### src/rtl/rst_seq_pkg.sv
// Shared types for the reset sequencer: FSM states and reset-cause encoding.
package rst_seq_pkg;

  typedef enum logic [1:0] {
    ST_ASSERT,
    ST_WAIT_LOCK,
    ST_RELEASE,
    ST_RUN
  } rst_state_e;

  typedef enum logic [2:0] {
    CAUSE_POR  = 3'd0,
    CAUSE_BTN  = 3'd1,
    CAUSE_SW   = 3'd2,
    CAUSE_LOCK = 3'd3,
    CAUSE_WDT  = 3'd4
  } rst_cause_e;

endpackage

### src/rtl/rst_sequencer_sync_ff.sv
// Multi-stage flop synchroniser for asynchronous level inputs, with a configurable reset value.
module sync_ff #(
  parameter int   STAGES  = 3,
  parameter logic RST_VAL = 1'b0
) (
  input  logic clk,
  input  logic rst_n,
  input  logic d,
  output logic q
);

  logic [STAGES-1:0] sync_q;

  always_ff @(posedge clk or negedge rst_n) begin
    if (!rst_n) begin
      sync_q <= {STAGES{RST_VAL}};
    end else begin
      sync_q <= {sync_q[STAGES-2:0], d};
    end
  end

  assign q = sync_q[STAGES-1];

endmodule

### src/rtl/rst_sequencer.sv
// Reset controller: qualifies the pushbutton, waits for PLL lock, then releases domains in order.
// Optional watchdog is compiled in when RST_SEQ_WDT_EN is defined.
module rst_sequencer
  import rst_seq_pkg::*;
#(
  parameter int N_DOMAINS       = 4,
  parameter int SYNC_STAGES     = 3,
  parameter int HOLD_CYCLES     = 16,
  parameter int BTN_HOLD_CYCLES = 500000,
  parameter int STAGE_GAP       = 8,
  parameter int WDT_CYCLES      = 2**24
) (
  input  logic                 sys_clk,
  input  logic                 sys_rst_n,
  input  logic                 btn_rst_n,
  input  logic                 pll_locked,
  input  logic                 sw_rst_req,
  input  logic                 wdt_kick,
  output logic [N_DOMAINS-1:0] rst_out,
  output logic                 all_released,
  output logic [2:0]           rst_cause
);

  localparam int HOLD_W = $clog2(HOLD_CYCLES + 1);
  localparam int BTN_W  = $clog2(BTN_HOLD_CYCLES + 1);
  localparam int GAP_W  = $clog2(STAGE_GAP + 1);
  localparam int IDX_W  = $clog2(N_DOMAINS + 1);

  localparam logic [HOLD_W-1:0] HOLD_MAX = HOLD_W'(HOLD_CYCLES - 1);
  localparam logic [BTN_W-1:0]  BTN_MAX  = BTN_W'(BTN_HOLD_CYCLES - 1);
  localparam logic [GAP_W-1:0]  GAP_MAX  = GAP_W'(STAGE_GAP - 1);
  localparam logic [IDX_W-1:0]  LAST_IDX = IDX_W'(N_DOMAINS - 1);

  logic btn_s;
  logic lock_s;

  rst_state_e           state_q, state_d;
  logic [HOLD_W-1:0]    hold_q, hold_d;
  logic [GAP_W-1:0]     gap_q, gap_d;
  logic [IDX_W-1:0]     rel_q, rel_d;
  logic [BTN_W-1:0]     btn_cnt_q;
  rst_cause_e           cause_q, cause_d;
  logic [N_DOMAINS-1:0] rst_out_q, rst_out_d;
  logic                 all_rel_q;

  logic btn_qual;
  logic active;
  logic trig_lock, trig_btn, trig_sw, trig_wdt, trig_any;

  sync_ff #(.STAGES(SYNC_STAGES), .RST_VAL(1'b1)) u_btn_sync (
    .clk   (sys_clk),
    .rst_n (sys_rst_n),
    .d     (btn_rst_n),
    .q     (btn_s)
  );

  sync_ff #(.STAGES(SYNC_STAGES), .RST_VAL(1'b0)) u_lock_sync (
    .clk   (sys_clk),
    .rst_n (sys_rst_n),
    .d     (pll_locked),
    .q     (lock_s)
  );

  // Button debounce: any high sample clears the run length; saturates once qualified.
  always_ff @(posedge sys_clk or negedge sys_rst_n) begin
    if (!sys_rst_n) begin
      btn_cnt_q <= '0;
    end else if (btn_s) begin
      btn_cnt_q <= '0;
    end else if (btn_cnt_q != BTN_MAX) begin
      btn_cnt_q <= btn_cnt_q + 1'b1;
    end
  end

  assign btn_qual = !btn_s && (btn_cnt_q == BTN_MAX);

`ifdef RST_SEQ_WDT_EN
  localparam int WDT_W = $clog2(WDT_CYCLES + 1);
  localparam logic [WDT_W-1:0] WDT_MAX = WDT_W'(WDT_CYCLES - 1);

  logic [WDT_W-1:0] wdt_q;

  always_ff @(posedge sys_clk or negedge sys_rst_n) begin
    if (!sys_rst_n) begin
      wdt_q <= '0;
    end else if ((state_q != ST_RUN) || wdt_kick) begin
      wdt_q <= '0;
    end else if (wdt_q != WDT_MAX) begin
      wdt_q <= wdt_q + 1'b1;
    end
  end

  assign trig_wdt = (state_q == ST_RUN) && !wdt_kick && (wdt_q == WDT_MAX);
`else
  logic unused_wdt;
  assign unused_wdt = wdt_kick | (WDT_CYCLES < 1);
  assign trig_wdt   = 1'b0;
`endif

  assign active    = (state_q == ST_RELEASE) || (state_q == ST_RUN);
  assign trig_lock = active && !lock_s;
  assign trig_btn  = active && btn_qual;
  assign trig_sw   = (state_q == ST_RUN) && sw_rst_req;
  assign trig_any  = trig_lock || trig_btn || trig_sw || trig_wdt;

  // rel counts released domains; rst_out is derived from its next value so it stays registered.
  always_comb begin
    state_d = state_q;
    hold_d  = hold_q;
    gap_d   = gap_q;
    rel_d   = rel_q;
    cause_d = cause_q;
    if (trig_any) begin
      state_d = ST_ASSERT;
      hold_d  = '0;
      gap_d   = '0;
      rel_d   = '0;
      if (trig_lock)     cause_d = CAUSE_LOCK;
      else if (trig_btn) cause_d = CAUSE_BTN;
      else if (trig_sw)  cause_d = CAUSE_SW;
      else               cause_d = CAUSE_WDT;
    end else begin
      case (state_q)
        ST_ASSERT: begin
          if (hold_q != HOLD_MAX) begin
            hold_d = hold_q + 1'b1;
          end else if (!btn_qual) begin
            state_d = ST_WAIT_LOCK;
          end
        end
        ST_WAIT_LOCK: begin
          if (lock_s) begin
            gap_d   = '0;
            rel_d   = IDX_W'(1);
            state_d = (N_DOMAINS == 1) ? ST_RUN : ST_RELEASE;
          end
        end
        ST_RELEASE: begin
          if (gap_q == GAP_MAX) begin
            gap_d = '0;
            rel_d = rel_q + 1'b1;
            if (rel_q == LAST_IDX) state_d = ST_RUN;
          end else begin
            gap_d = gap_q + 1'b1;
          end
        end
        ST_RUN: begin
        end
        default: begin
          state_d = ST_ASSERT;
        end
      endcase
    end
  end

  always_comb begin
    rst_out_d = '1;
    for (int i = 0; i < N_DOMAINS; i++) begin
      rst_out_d[i] = (IDX_W'(i) >= rel_d);
    end
  end

  always_ff @(posedge sys_clk or negedge sys_rst_n) begin
    if (!sys_rst_n) begin
      state_q   <= ST_ASSERT;
      hold_q    <= '0;
      gap_q     <= '0;
      rel_q     <= '0;
      cause_q   <= CAUSE_POR;
      rst_out_q <= '1;
      all_rel_q <= 1'b0;
    end else begin
      state_q   <= state_d;
      hold_q    <= hold_d;
      gap_q     <= gap_d;
      rel_q     <= rel_d;
      cause_q   <= cause_d;
      rst_out_q <= rst_out_d;
      all_rel_q <= (state_d == ST_RUN);
    end
  end

  assign rst_out      = rst_out_q;
  assign all_released = all_rel_q;
  assign rst_cause    = cause_q;

endmodule

### config.mk
export PLATFORM = sky130hd
export DESIGN_NAME = rst_sequencer
export DESIGN_NICKNAME = d
export VERILOG_FILES = /design/src/rtl/rst_seq_pkg.sv /design/src/rtl/rst_sequencer_sync_ff.sv /design/src/rtl/rst_sequencer.sv
export SDC_FILE = /design/constraint.sdc
export NUM_CORES = 1
export LEC_CHECK = 0
export CELL_PAD_IN_SITES_DETAIL_PLACEMENT = 0
export CELL_PAD_IN_SITES_GLOBAL_PLACEMENT = 2
export CORE_MARGIN = 2
export CORE_UTILIZATION = 35
export CTS_BUF_LIST = sky130_fd_sc_hd__clkbuf_16
export DETAILED_ROUTE_END_ITERATION = 6
export MAX_ROUTING_LAYER = met4
export PLACE_DENSITY = 0.82
export REMOVE_ABC_BUFFERS = 1
export SKIP_CTS_REPAIR_TIMING = 1
export SKIP_LAST_GASP = 1
export SYNTH_ARGS = -nofsm -noshare
export SYNTH_HDL_FRONTEND = slang
export SYNTH_SLANG_ARGS = --single-unit
### constraint.sdc
create_clock -name sys_clk -period 1.8 [get_ports sys_clk]
set_input_delay 0.27 -clock sys_clk [delete_from_list [all_inputs] [get_ports sys_clk]]
set_output_delay 0.27 -clock sys_clk [all_outputs]
set_load 0.005 [all_outputs]
=== Yosys cells after proc, flatten, opt, wreduce, memory -nomap -nowiden ===
Cells that the tools add are included.

* Register bits after elaboration: 47
* Latch bits: 0
* Bits in writable memories: 0
* ROM bits: 0
* Bits of input ports: 6
* Output and inout port bits: 8
* Word-level logic and storage cells: 67
* Memories: 0

* $add $sub $neg: 4
* Multipliers: 0
* Divide/modulo/power cells: 0
* Magnitude comparators: 4
* Eq/ne operators: 10
* Shift-type cells: 0
* Multiplexer cells: 23
* Bitwise gates (word level): 0
* Reduce and logical (&&, ||, !) cells: 16

{| class="wikitable"
|+ Operators with widths
! operator !! number
|-
| 19-bit 2-to-1 mux || 2
|-
| 19-bit by 1-bit adder with 19-bit output (second input constant) || 1
|-
| 19-bit == test (second input constant) || 1
|-
| 19-bit inequality test (second input constant) || 1
|-
| 3-bit 2-to-1 mux || 6
|-
| 5-bit 2-to-1 mux || 3
|-
| 2-bit 2-to-1 mux || 6
|-
| 4-bit 2-to-1 mux || 3
|-
| 4-bit one-hot mux with 2 select lines || 1
|-
| 2-bit == test (second input constant) || 3
|-
| 1-bit by 3-bit greater-or-equal comparator with 1-bit output (first input constant) || 2
|-
| 2-bit by 3-bit greater-or-equal comparator with 1-bit output (first input constant) || 2
|-
| 2-bit one-hot mux with 3 select lines || 1
|-
| 3-bit one-hot mux with 2 select lines || 1
|-
| 2-bit nonzero test || 3
|-
| 5-bit by 1-bit adder with 5-bit output (second input constant) || 1
|-
| 5-bit by 4-bit inequality test with 1-bit output (second input constant) || 1
|-
| 4-bit by 1-bit adder with 4-bit output (second input constant) || 1
|-
| 4-bit by 3-bit == test with 1-bit output (second input constant) || 1
|-
| 1-bit logical AND || 4
|-
| 2-bit AND reduction || 2
|-
| 3-bit by 1-bit adder with 3-bit output (second input constant) || 1
|-
| 3-bit by 2-bit == test with 1-bit output (second input constant) || 1
|-
| 1-bit logical OR || 3
|-
| 5 further kinds || 6
|}

=== Depth between registers and ports, before layout ===
* Depth after elaboration: 7
* Mapped depth: 8
* Depth with buffers taken out: 7

=== Modules after synthesis ===
From an unflattened synthesis, not the netlist that was laid out.

* Cells, all modules: 236
* Area, all modules: 2382.3 µm²

{| class="wikitable"
|+ By module, submodules not included
! module !! instances !! cells each !! area each (µm²) !! sequential area each (µm²)
|-
| rst_sequencer || 1 || 230 || 2228.4 || 1031.0
|-
| sync_ff at u_btn_sync || 1 || 3 || 78.8 || 78.8
|-
| sync_ff at u_lock_sync || 1 || 3 || 75.1 || 75.1
|}

=== Least setup slack after synthesis ===
Ideal clock, no wire load.

* Path type: register to register
* Start point: register btn_cnt_q[0]
* End point: register gap_q[1]
* Library setup time: 122 ps
* Arrival time: 1669 ps
* Data required time: 1678 ps
* Slack: 9 ps
* Cell stages (with the launch flop): 8
* Path buffers: 1
* Clock period less this slack: 1791 ps
* Path through: dfrtp_1 -> ha_1 -> and4_1 -> buf_4 -> nand4_4 -> nor2_2 -> a21boi_2 -> a32o_1

* Cells in the longest elaborated chain, start to end: 7
* Elaborated cells on any way between the ends: 9
* Those cells by class: eq/ne: 2; mux: 1; reduce/logical: 6

{| class="wikitable"
|+ Ends and longest elaborated chain
! what !! RTL line !! source
|-
| start, declared || rst_sequencer.sv:41 || <nowiki>logic [BTN_W-1:0] btn_cnt_q;</nowiki>
|-
| start signal, assigned || rst_sequencer.sv:71 || <nowiki>btn_cnt_q <= btn_cnt_q + 1'b1;</nowiki>
|-
| 19-bit == test (*) || rst_sequencer.sv:75 || <nowiki>assign btn_qual = !btn_s && (btn_cnt_q == BTN_MAX);</nowiki>
|-
| 1-bit logical AND (*) || rst_sequencer.sv:75 ||
|-
| 1-bit logical AND (*) || rst_sequencer.sv:102 || <nowiki>assign trig_btn = active && btn_qual;</nowiki>
|-
| 1-bit logical OR (*) (2 in series) || rst_sequencer.sv:104 || <nowiki>assign trig_any = trig_lock || trig_btn || trig_sw || trig_wdt;</nowiki>
|-
| 3-bit by 2-bit inequality test with 1-bit output (no line) or 3-bit nonzero test (tied branches) || n/a ||
|-
| 2-bit AND reduction (no line) || n/a ||
|-
| end signal, assigned || rst_sequencer.sv:175 || <nowiki>gap_q <= gap_d;</nowiki>
|-
| end, declared || rst_sequencer.sv:39 || <nowiki>logic [GAP_W-1:0] gap_q, gap_d;</nowiki>
|}

Every way passes the cells marked *; elsewhere a longest branch is shown, timed or not.
A chain may end at the register's enable or synchronous reset.

=== Final worst setup path ===
* Start point: register btn_cnt_q[5]
* End point: register gap_q[0]

The elaborated chain is that of the path after synthesis.

==> qor.csv <==
stage;metric;value;unit
grt;grt_pass1_vias;1768;
synthesis;netlist_instances;230;
pwr;irDropWorstVdd;465;uV
pwr;total_power;0.00312;W
clock_tree;clock_latency;290;ps
floorplan;die_area;7450;sq um
timing;max_freq;558;MHz
worst_setup_path;cp_max_fo;6;
finish;post-route-util;0.489;
synthesis;async_reset_ff_frac;1.00;
timing;worstMarginPinSlew;362;ps
placed_design;place_inst;356;
synthesis;synth.avg_cell_area;10.3;sq um
routing;wl_per_cell;13.3;um
placed_design;portBuffers;12;
clock_tree;numClockSinks;47;
worst_setup_path;cp-end-kind;flip-flop;
timing;period_needed;1790;ps
placed_design;dp_hpwl;3500;um
routing;num_vias;1845;
worst_setup_path;critPathKind;reg -> reg;
synthesis;netlist_area;2370;sq um
synthesis;ys_warn_count;0;
grt;grt_pass1_wl;8220;um
placed_design;gp_congestion;0.793;
min_path;hp-class;reg -> reg;
timing;skew;3.23;ps
timing;max_slew_margin;0.759;
clock_tree;clock-root-buffer;clkbuf_16;
synthesis;synth_edf_count;0;
timing;hold_viol;0;
timing;finalSetupViolCount;0;
routing;avgViaCountPerCell;5.00;
clock_tree;cts_buffer_depth;2;
routing;first_iter_violations;67;
floorplan;start_util;0.367;
synthesis;ys_seq_area_frac;0.500;
routing;routed_wl;4890;um
timing;slew_viol_final;0;
routing;ant_nets;0;
clock_tree;clkTransAtPathRegs;60;ps
grt;antenna_found_initial;0;
floorplan;fp-row-count;29;
finish;drive_above_1_share;0.305;
floorplan;die_w;86.3;um
timing;timing.final.crit_share;0.995;
floorplan;die_h;86.3;um
clock_tree;tritoncts;built;
worst_setup_path;critPathArrivalTime;1960;ps
floorplan;core-area;6460;sq um
synthesis;synth-seq-cells;47;
worst_setup_path;start_kind;flip-flop;
pwr;powerDensity;989;nW/um^2
run_status;status;complete, no violations;
clock_tree;htree_num_levels;2;
grt;grt_use_total;0.144;
grt;grt_overflow_total;0;
synthesis;synthFlopType;dfrtp_1;
grt;grt_max_degree;48;
routing;drc;0;
floorplan;num_io_pins;14;
flow_run;cap_viol_max_count;0;
finish;fin_nets;307;
finish;antenna_cells;0;
pwr;power_leakage;1.39;nW
finish;area_growth;33.2;%
worst_setup_path;crit_required;1970;ps
timing;rsz0062_at_grt;true;
finish;stdcell_count;369;
synthesis;yosysUniqueCellTypes;51;
clock_tree;cts_made_buffers;5;
routing;first_pass_iters;4;
==> critical path, stage by stage, from the launching register on <==
cell and delay, ps:
dfrtp_1 410, buf_6 130, nor4b_2 260, nand4_1 260, nor2_4 250, a21boi_4 110, a32o_1 250
==> metrics by stage <==
step	area [sq um]	worst slack [ps]	hold slack [ps]	TNS, ps
detailed placement	2900	-16.1	274	-62.4
CTS	3040	-39.3	-37.0	-211
global placement	2900	10.1	270	0
floorplan	2340	-25.9	-25.6	-87.8
finish	3160	9.08	349	0
global route	3160	-80.0	357	-819
==> registers in the layout (all words and copies together), names as in the netlist, 2 cells and up <==
signal and cells:
btn_cnt_q 19, gap_q 4, hold_q 5, rel_q 3
rst_cause 3, rst_out 4, state_q 2, u_btn_sync.sync_q 3
u_lock_sync.sync_q 3
==> placed cells by master, fill, tap and decap left out, drive strengths merged, types with 2 or more instances in the layout <==
cell type / Yosys / final
nor2: 29 / 29
and2: 4 / 4
nor2b: 2 / 2
mux2i: 2 / 2
o21ai: 4 / 4
inv: 13 / 13
xor2: 9 / 9
nor4b: 3 / 3
clkdlybuf4s50: 0 / 11
nand3: 7 / 7
and4: 2 / 2
a311oi: 3 / 3
and3: 3 / 3
nand2b: 3 / 3
a211oi: 3 / 3
a21oi: 7 / 7
dfstp: 7 / 7
a21o: 3 / 3
a31oi: 2 / 2
nand3b: 2 / 2
clkinv: 0 / 3
nor3: 8 / 8
buf: 2 / 49
or3: 2 / 2
a32o: 4 / 4
a21boi: 3 / 3
nand2: 17 / 17
o2111ai: 2 / 2
clkbuf: 5 / 5
nand4: 7 / 7
or2: 2 / 2
xnor2: 9 / 9
ha: 10 / 10
nor4: 2 / 2
dfrtp: 40 / 40
==> synthesized netlist by cell type, drive strengths merged (3+ instances only) <==
| master | instances | area (sq um) |
|---|---|---|
| nand2b | 3 | 18.8 |
| ha | 10 | 125 |
| nand3 | 7 | 35.0 |
| and3 | 3 | 18.8 |
| o21ai | 4 | 20.0 |
| clkbuf | 5 | 18.8 |
| nor4b | 3 | 26.3 |
| inv | 13 | 48.8 |
| a21boi | 3 | 26.3 |
| and2 | 4 | 25.0 |
| a21oi | 7 | 35.0 |
| dfstp | 7 | 184 |
| nand2 | 17 | 63.8 |
| nor3 | 8 | 40.0 |
| a211oi | 3 | 27.5 |
| nand4 | 7 | 58.8 |
| dfrtp | 40 | 1000 |
| a311oi | 3 | 26.3 |
| xnor2 | 9 | 78.8 |
| xor2 | 9 | 78.8 |
| a21o | 3 | 22.5 |
| a32o | 4 | 40.0 |
| nor2 | 29 | 111 |
==> per-layer routing <==
| metal | track usage | vias up | share of wire |
|---|---|---|---|
| li1 | - | 937 | - |
| met3 | 0.0286 | 5 | 0.028 |
| met2 | 0.204 | 24 | 0.44 |
| met4 | 0.0469 | 0 | 0.011 |
| met5 | - | - | 0 |
| met1 | 0.207 | 879 | 0.52 |
==> where the power goes <==
part           internal, W  total, W  switching (W)  leakage [nW]
logic             0.000469  0.000941       0.000473         0.715
clock network     0.000507  0.000893       0.000386        0.0733
registers          0.00119   0.00129      0.0000971         0.599
==> layout make-up <==
cell class                 instances  area [sq um]
clock buffer                       5           125
inverter                          13          48.8
tap                               77          96.3
fill                             607          3300
timing repair buffer              61           505
sequential                        47          1190
clock inverter                     3          15.0
multi-input combinational        163          1180
==> path summary, 6_finish.rpt <==
path / from / to / slack [ps] / depth (start not counted)
max in group asynchronous: sys_rst_n / rst_out[0] / 1020 / 3
max: btn_cnt_q[5] / gap_q[0] / 9 / 6
min reg2reg: u_lock_sync.sync_q[1] / u_lock_sync.sync_q[2] / 350 / 0
min: u_lock_sync.sync_q[1] / u_lock_sync.sync_q[2] / 350 / 0
min in group asynchronous: sys_rst_n / btn_cnt_q[16] / 490 / 3
max reg2reg: btn_cnt_q[5] / gap_q[0] / 9 / 6
==> cell families after synthesis <==
logic type,after synthesis,share of synthesized area
adder cells (fa/ha/maj),10,0.0528
AND/OR/NAND/NOR,93,0.206
XOR/XNOR,18,0.0665
buffers and inverters,20,0.0332
AO/OA/AOI/OAI,40,0.133
multiplexers,2,0.00844
flip-flops,47,0.500
Power figures use the tool's default switching activity.
